### config.mk
export PLATFORM = sky130hd
export DESIGN_NAME = regfile_sb
export DESIGN_NICKNAME = d
export VERILOG_FILES = /design/src/rtl/regfile_sb.sv
export SDC_FILE = /design/constraint.sdc
export NUM_CORES = 2
export LEC_CHECK = 0
export BUFFER_PORTS_ARGS = -buffer_cell sky130_fd_sc_hd__buf_2
export CORE_MARGIN = 3
export CORE_UTILIZATION = 35
export DETAILED_ROUTE_END_ITERATION = 16
export PLACE_DENSITY_LB_ADDON = 0.12
export RECOVER_POWER = 100
export REMOVE_ABC_BUFFERS = 1
export SYNTH_ARGS = -nofsm -noshare
export SYNTH_HDL_FRONTEND = slang
export SYNTH_SLANG_ARGS = --single-unit
### constraint.sdc
create_clock -name clk -period 5.3 [get_ports clk]
set_input_delay 0 -clock clk [delete_from_list [all_inputs] [get_ports clk]]
set_output_delay 0 -clock clk [all_outputs]
set_load 0.005 [all_outputs]
### src/rtl/regfile_sb.sv
// regfile_sb: multi-read-port integer register file with per-register busy scoreboard.
// Decode reads operands/busy flags and claims destinations on issue; EXU writeback
// writes data and releases the claim. x0 reads as zero and is never busy.
// Optional build macro: REGFILE_BYPASS_EN (write-through bypass of wb data to read ports).
module regfile_sb #(
    parameter int unsigned XLEN = 32,
    parameter int unsigned NREG = 32,
    parameter int unsigned NRP  = 2,
    localparam int unsigned AW  = $clog2(NREG)
) (
    input  logic                clk,
    input  logic                rst_n,
    input  logic [NRP*AW-1:0]   rs_addr,
    output logic [NRP*XLEN-1:0] rs_data,
    output logic [NRP-1:0]      rs_busy,
    input  logic                issue_valid,
    input  logic [AW-1:0]       issue_rd,
    output logic                issue_ready,
    input  logic                wb_valid,
    input  logic [AW-1:0]       wb_rd,
    input  logic [XLEN-1:0]     wb_data,
    input  logic                flush,
    output logic [AW:0]         pend_cnt
);

    localparam int unsigned CW = AW + 1;

    logic [XLEN-1:0] regs [NREG];
    logic [NREG-1:0] busy;
    logic [NREG-1:0] busy_nxt;
    logic [CW-1:0]   cnt_nxt;
    logic            wb_en;
    logic            issue_acc;
    logic [AW-1:0]   addr;

    assign wb_en       = wb_valid && (wb_rd != '0);
    // WAW stall looks at registered busy only; a same-cycle wb does not release it
    assign issue_ready = !issue_valid || (issue_rd == '0) || !busy[issue_rd];
    assign issue_acc   = issue_valid && issue_ready && (issue_rd != '0);

    // Next busy vector: wb clears, then issue sets (so issue+wb to same rd ends busy); flush wins
    always_comb begin
        busy_nxt = busy;
        if (wb_en) begin
            busy_nxt[wb_rd] = 1'b0;
        end
        if (flush) begin
            busy_nxt = '0;
        end else if (issue_acc) begin
            busy_nxt[issue_rd] = 1'b1;
        end
    end

    // Population count of the next busy vector, registered alongside it
    always_comb begin
        cnt_nxt = '0;
        for (int i = 0; i < int'(NREG); i++) begin
            cnt_nxt = cnt_nxt + CW'(busy_nxt[i]);
        end
    end

    // Scoreboard and outstanding-write counter
    always_ff @(posedge clk or negedge rst_n) begin
        if (!rst_n) begin
            busy     <= '0;
            pend_cnt <= '0;
        end else begin
            busy     <= busy_nxt;
            pend_cnt <= cnt_nxt;
        end
    end

    // Register storage; writes to x0 are dropped, flush keeps data
    always_ff @(posedge clk or negedge rst_n) begin
        if (!rst_n) begin
            for (int i = 0; i < int'(NREG); i++) begin
                regs[i] <= '0;
            end
        end else if (wb_en) begin
            regs[wb_rd] <= wb_data;
        end
    end

    // Combinational read ports with optional same-cycle writeback bypass
    always_comb begin
        rs_data = '0;
        rs_busy = '0;
        addr    = '0;
        for (int p = 0; p < int'(NRP); p++) begin
            addr = rs_addr[p*AW +: AW];
            if (addr != '0) begin
                rs_data[p*XLEN +: XLEN] = regs[addr];
                rs_busy[p]              = busy[addr];
            end
`ifdef REGFILE_BYPASS_EN
            if (wb_en && (wb_rd == addr)) begin
                rs_data[p*XLEN +: XLEN] = wb_data;
                rs_busy[p]              = 1'b0;
            end
`else
`endif
        end
    end

endmodule

## After elaboration in Yosys (flattened, before gate mapping)

Index checks and enable logic that the tools add are counted.

- Register bits after elaboration: 1,062
- Bits of input ports: 57
- Output and inout bits: 73
- Logic and storage cells: 122

- $add $sub $neg: 31
- Order comparisons: 10
- Mux-type cells: 26
- Bitwise logic cells: 6
- Reductions and logical operators: 15

Operators by type and width:

| operator | number |
|---|---|
| $bwmux W1024 | 1 |
| $bmux W32 S5 | 2 |
| $mux W32 | 10 |
| $demux W32 S5 | 1 |
| $add A6 B1 Y6 | 26 |
| $and A32 B32 Y32 | 1 |
| $not A32 Y32 | 1 |
| $or A32 B32 Y32 | 1 |
| $lt A5 B6 Y1 const B | 4 |
| $reduce_bool A5 Y1 | 4 |
| $ge A6 B6 Y1 const B | 3 |
| $not A5 Y6 | 3 |
| $bmux W1 S5 | 3 |
| $demux W1 S5 | 2 |
| $ge A5 B1 Y1 const B | 2 |
| $mux W1 | 7 |
| $add A5 B1 Y6 | 1 |
| $logic_and A1 B1 Y1 | 6 |
| $lt A6 B1 Y1 const B | 1 |
| $add A4 B1 Y5 | 1 |
| $logic_not A5 Y1 | 1 |
| $add A3 B1 Y4 | 1 |
| $add A2 B1 Y3 | 1 |
| $add A1 B1 Y2 | 1 |
| other kinds (2) | 4 |

## Longest topological paths before layout

- Word-level depth: 41
- Gate-level depth with buffers: 22

## Worst setup path before layout

No wires, ideal clock.

- Path kind: flip-flop to flip-flop
- Start: register busy[5]
- End: register pend_cnt[4]
- Library setup time: 0.123 ns
- Data arrival time: 5.396 ns
- Path slack: -0.218 ns
- Stages on the path, launching flop included: 19
- Buffers on the path: 0
- Path through: dfrtp_1 -> mux4_1 -> or4_4 -> o21ai_0 -> fa_1 -> inv_1 -> fa_1 -> fa_1 -> fa_1 -> fa_1 -> inv_1 -> fa_1 -> ha_1 -> inv_1 -> fa_1 -> inv_1 -> a21o_1 -> a21oi_1 -> xnor2_1

RTL lines:

| element | line | source |
|---|---|---|
| from (decl) | 29 | `logic [NREG-1:0] busy;` |
| from (signal assigned) | 68 | `busy <= busy_nxt;` |
| $bmux W1 S5 | 38 | `assign issue_ready = !issue_valid \|\| (issue_rd == '0) \|\| !busy[issue_rd];` |
| $mux W1 (not written as such) | 38 |  |
| $logic_not A1 Y1 | 38 |  |
| $logic_or A1 B1 Y1 | 38 |  |
| $logic_and A1 B1 Y1 (2 in a row) | 39 | `assign issue_acc = issue_valid && issue_ready && (issue_rd != '0);` |
| $mux W32 * | 49 | `end else if (issue_acc) begin` |
| $mux W32 * | 47 | `if (flush) begin` |
| named net busy_nxt[5] | 30 | `logic [NREG-1:0] busy_nxt;` |
| $add A5 B1 Y6 * | 58 | `cnt_nxt = cnt_nxt + CW'(busy_nxt[i]);` |
| $add A6 B1 Y6 * (26 in a row) | 58 |  |
| named net cnt_nxt[4] | 31 | `logic [CW-1:0] cnt_nxt;` |
| to (signal assigned) | 69 | `pend_cnt <= cnt_nxt;` |
| to (decl) | 23 | `output logic [AW:0] pend_cnt` |

The timed path passes the listed nets; every way through them passes the cells marked *. The select of a mux whose other input is x is not followed.
A chain may end at the register's enable or synchronous reset.

## Worst setup path after layout

- Start: register busy[24]
- End: register pend_cnt[4]

- Word-level cells in the longest chain between the ends: 39

RTL lines:

| element | line |
|---|---|
| $bmux W1 S5 | 38 |
| $mux W1 (not written as such) | 38 |
| $logic_not A1 Y1 | 38 |
| $logic_or A1 B1 Y1 | 38 |
| $logic_and A1 B1 Y1 (2 in a row) | 39 |
| $mux W32 * | 49 |
| $mux W32 * | 47 |
| $add A1 B1 Y2 | 58 |
| $add A2 B1 Y3 | 58 |
| $add A3 B1 Y4 | 58 |
| $add A4 B1 Y5 | 58 |
| $add A5 B1 Y6 | 58 |
| $add A6 B1 Y6 (25 in a row) | 58 |
| $add A6 B1 Y6 * | 58 |
| named net cnt_nxt[4] | 31 |

Marked as above.

==> flow_summary_export.csv <==
group,metric,value,unit
sta,worst_pin_slew,3491,ps
placement,gp_congestion,0.7930,
worst_setup_path,path_class,"flop to flop",
job,maxCapViolCount,15,
sta,setup_viol,5,
clock_network,path_clk_slew,60,ps
sta,hold_viol,0,
power_and_ir_drop,p_leak,27.82,nW
worst_setup_path,cpMostUsedCell,"fa_1",
clock_network,numCtsBuffers,130,
clock_network,cts_tree,"yes",
route,drc_errors,0,
die,rows,147,
die,start_util,35.43,%
run_status,outcome,"finished, violations left",
logic_synthesis,postSynthAreaPerCell,15.52,um2
global_routing,grt_pass1_wl,271.6,mm
logic_synthesis,syn_area,57150,um2
sta,grt_setup_unrepaired,"true",
route,firstDrtPassIters,5,
global_routing,grt_overflow,0,
clock_network,h-tree-depth,4,
logic_synthesis,postSynth.asyncResetShare,100.0,%
route,final_antenna_net_count,0,
worst_setup_path,crit_path_cell_trace,"mux4_2 -> or3_4 -> o32a_1 -> fa_1 -> fa_1 -> fa_1 -> fa_1 -> fa_1 -> inv_1 -> fa_1 -> ha_2 -> inv_2 -> fa_2 -> inv_1 -> a21o_1 -> a21oi_1 -> xnor2_1",
run_status,violations,"capacitance limit, slew limit, setup timing",
global_routing,antenna_found_initial,6,
sta,final_max_slew_viol_count,1069,
logic_synthesis,synth_top_area_share,46.50,%
die,core_area,161300,um2
final_layout,drive_gt1_share,57.77,%
worst_setup_path,path_buf_inv,3,
logic_synthesis,dominantRegCellSynth,"dfrtp_1",
route,viasPerCell,5.853,
worst_setup_path,cp.arrival,6190,ps
logic_synthesis,synth_top_cells_by_area,"dfrtp_1 (47%), mux2_2 (22%), mux4_2 (21%)",
global_routing,grt_pass1_vias,37350,
sta,clock_skew,6.004,ps
power_and_ir_drop,finalPower,0.02412,W
die,io_pins,130,
route,drt_iter0_drc,2489,
logic_synthesis,syn_inst,3683,
logic_synthesis,ys_ff_latch,1062,
global_routing,grt_max_degree,166,
route,wl_per_cell,30.60,um
logic_synthesis,synth_edf_count,0,
worst_setup_path,cp.required,5950,ps
logic_synthesis,ys.warnings.count,0,
logic_synthesis,synth_common_cells,"mux2_2 (1,124), dfrtp_1 (1,062), mux4_2 (529)",
sta,setup_ws,-243.4,ps
power_and_ir_drop,ir_drop,218.7,uV
worst_setup_path,crit_family,"adder cells",
worst_setup_path,start_kind,"flop",
clock_network,clk_path_buf_depth,3,
route,via_count,35210,
placement,port_buffers,129,
worst_setup_path,regToRegSetupSlack,-240,ps
clock_network,clock-sinks,1062,
worst_setup_path,cp_slowest_stage_delay,550,ps
logic_synthesis,yosysMostFrequentCell,"mux2_2",
route,drt_wl_total,184.1,mm
global_routing,grt_usage,22.02,%
die,die_w,410.1,um
logic_synthesis,synth-seq-area-share,46.50,%
die,die_area,168200,um2
sta,min_period_over_period,104.6,%
final_layout,nets,3849,
worst_setup_path,path_max_fanout,4,
clock_network,root_buffer,"clkbuf_16",
worst_setup_path,crit_path_end_kind,"flop",
power_and_ir_drop,power_density,369.1,nW/um2
sta,timing.max_slew.rel_slack,-132.7,%
clock_network,insertion_delay,770,ps
logic_synthesis,synth_area_leader_cell,"dfrtp_1",
worst_setup_path,cp_slowest_cell,"fa_1",
logic_synthesis,synth_cell_types,52,
sta,final.setup.tns,-720.3,ps
min_path,min_path_type,"primary input to flop",
sta,max_freq,0.1804,GHz
final_layout,area_growth_syn_to_layout,14.35,%
die,die_height,410.1,um
sta,fin_crit,5543,ps
placement,dpl.hpwl,104.3,mm
layout make-up:
type / instances / area, um2
Clock inverter: 34 / 279.0
Antenna cell: 3 / 7.507
Sequential cell: 1062 / 26580
Multi-Input combinational cell: 2132 / 28860
Clock buffer: 190 / 3834
Inverter: 47 / 176.4
Timing Repair Buffer: 388 / 2915
Tap cell: 2160 / 2703
Fill cell: 14820 / 95950
metrics by stage:
stage | util (%) | hold slack [ps] | setup WS [ps] | instances | instance area, um2
finish | 40.51 | 94.57 | -243.4 | 6016 | 65350
global route | 40.51 | 84.58 | -402.6 | 6013 | 65340
CTS | 40.57 | 42.23 | -392.3 | 6009 | 65440
detailed placement | 37.58 | 83.19 | -613.9 | 5721 | 60620
global placement | 37.58 | 80.55 | -607.8 | 5721 | 60620
floorplan | - | -295.6 | -1514 | 3241 | 55250
final timing paths:
check | start | end | cells after the start
min reg2reg | regs[1010]$_DFFE_PN0P_ | regs[1010]$_DFFE_PN0P_ | 0
max | busy[24]$_DFF_PN0_ | pend_cnt[4]$_DFF_PN0_ | 17
min in group asynchronous | rst_n | regs[104]$_DFFE_PN0P_ | 3
max in group asynchronous | rst_n | regs[623]$_DFFE_PN0P_ | 3
min | issue_rd[0] | busy[24]$_DFF_PN0_ | 5
max reg2reg | busy[24]$_DFF_PN0_ | pend_cnt[4]$_DFF_PN0_ | 17
where the power goes:
| group | total (W) | leakage, nW | switching (W) | internal (W) |
|---|---|---|---|---|
| logic | 0.00478 | 12.1 | 0.00183 | 0.00295 |
| registers | 0.0106 | 13.7 | 0.00103 | 0.00961 |
| clock network | 0.00870 | 2.03 | 0.00364 | 0.00506 |
registers in the layout, summed over array words and instances (netlist names):
| name | cells |
|---|---|
| regs | 1024 |
| busy | 32 |
| pend_cnt | 6 |
metal layers:
| layer | GRT usage [%] | up-vias | wire length, um |
|---|---|---|---|
| li1 | - | 14600 | - |
| met1 | 31.06 | 19510 | 83220 |
| met2 | 35.75 | 849 | 88430 |
| met3 | 3.198 | 251 | 8204 |
| met4 | 5.626 | 2 | 4204 |
| met5 | 0 | - | 11 |
placed cells by master (no fill, tap or decap), drive strengths merged, types with 60 or more instances in the layout:
cell            n
buf           307
a221oi         66
clkbuf        211
dfrtp        1062
mux2         1124
a211oi         66
a22o           66
mux4          536
o22ai          66
dlygate4sd3    60
what timing repair did:
action / CTS / global route
setup endpoints to repair: 5 / 5
resized for setup: 20 / 6
cloned: 0 / 0
pin swaps: 11 / 12
hold endpoints to repair: 1614 / 0
hold buffers: 61 / 0
buffers inserted: 3 / 4
cells by family after synthesis:
family	synth area share [%]
compound gates	4.237
buf+inv	3.621
simple gates	1.244
fa+ha+maj	0.9940
xor+xnor	0.04599
flops	46.50
mux	43.35
worst register-to-register path, delay by kind of cell, from the launching register on:
kind	cells	cell delay, ps
compound gates	3	390
xor+xnor	1	120
fa+ha+maj	8	3530
buf+inv	3	150
flops	1	380
mux	1	490
simple gates	1	370
Power figures use the tool's default switching activity.
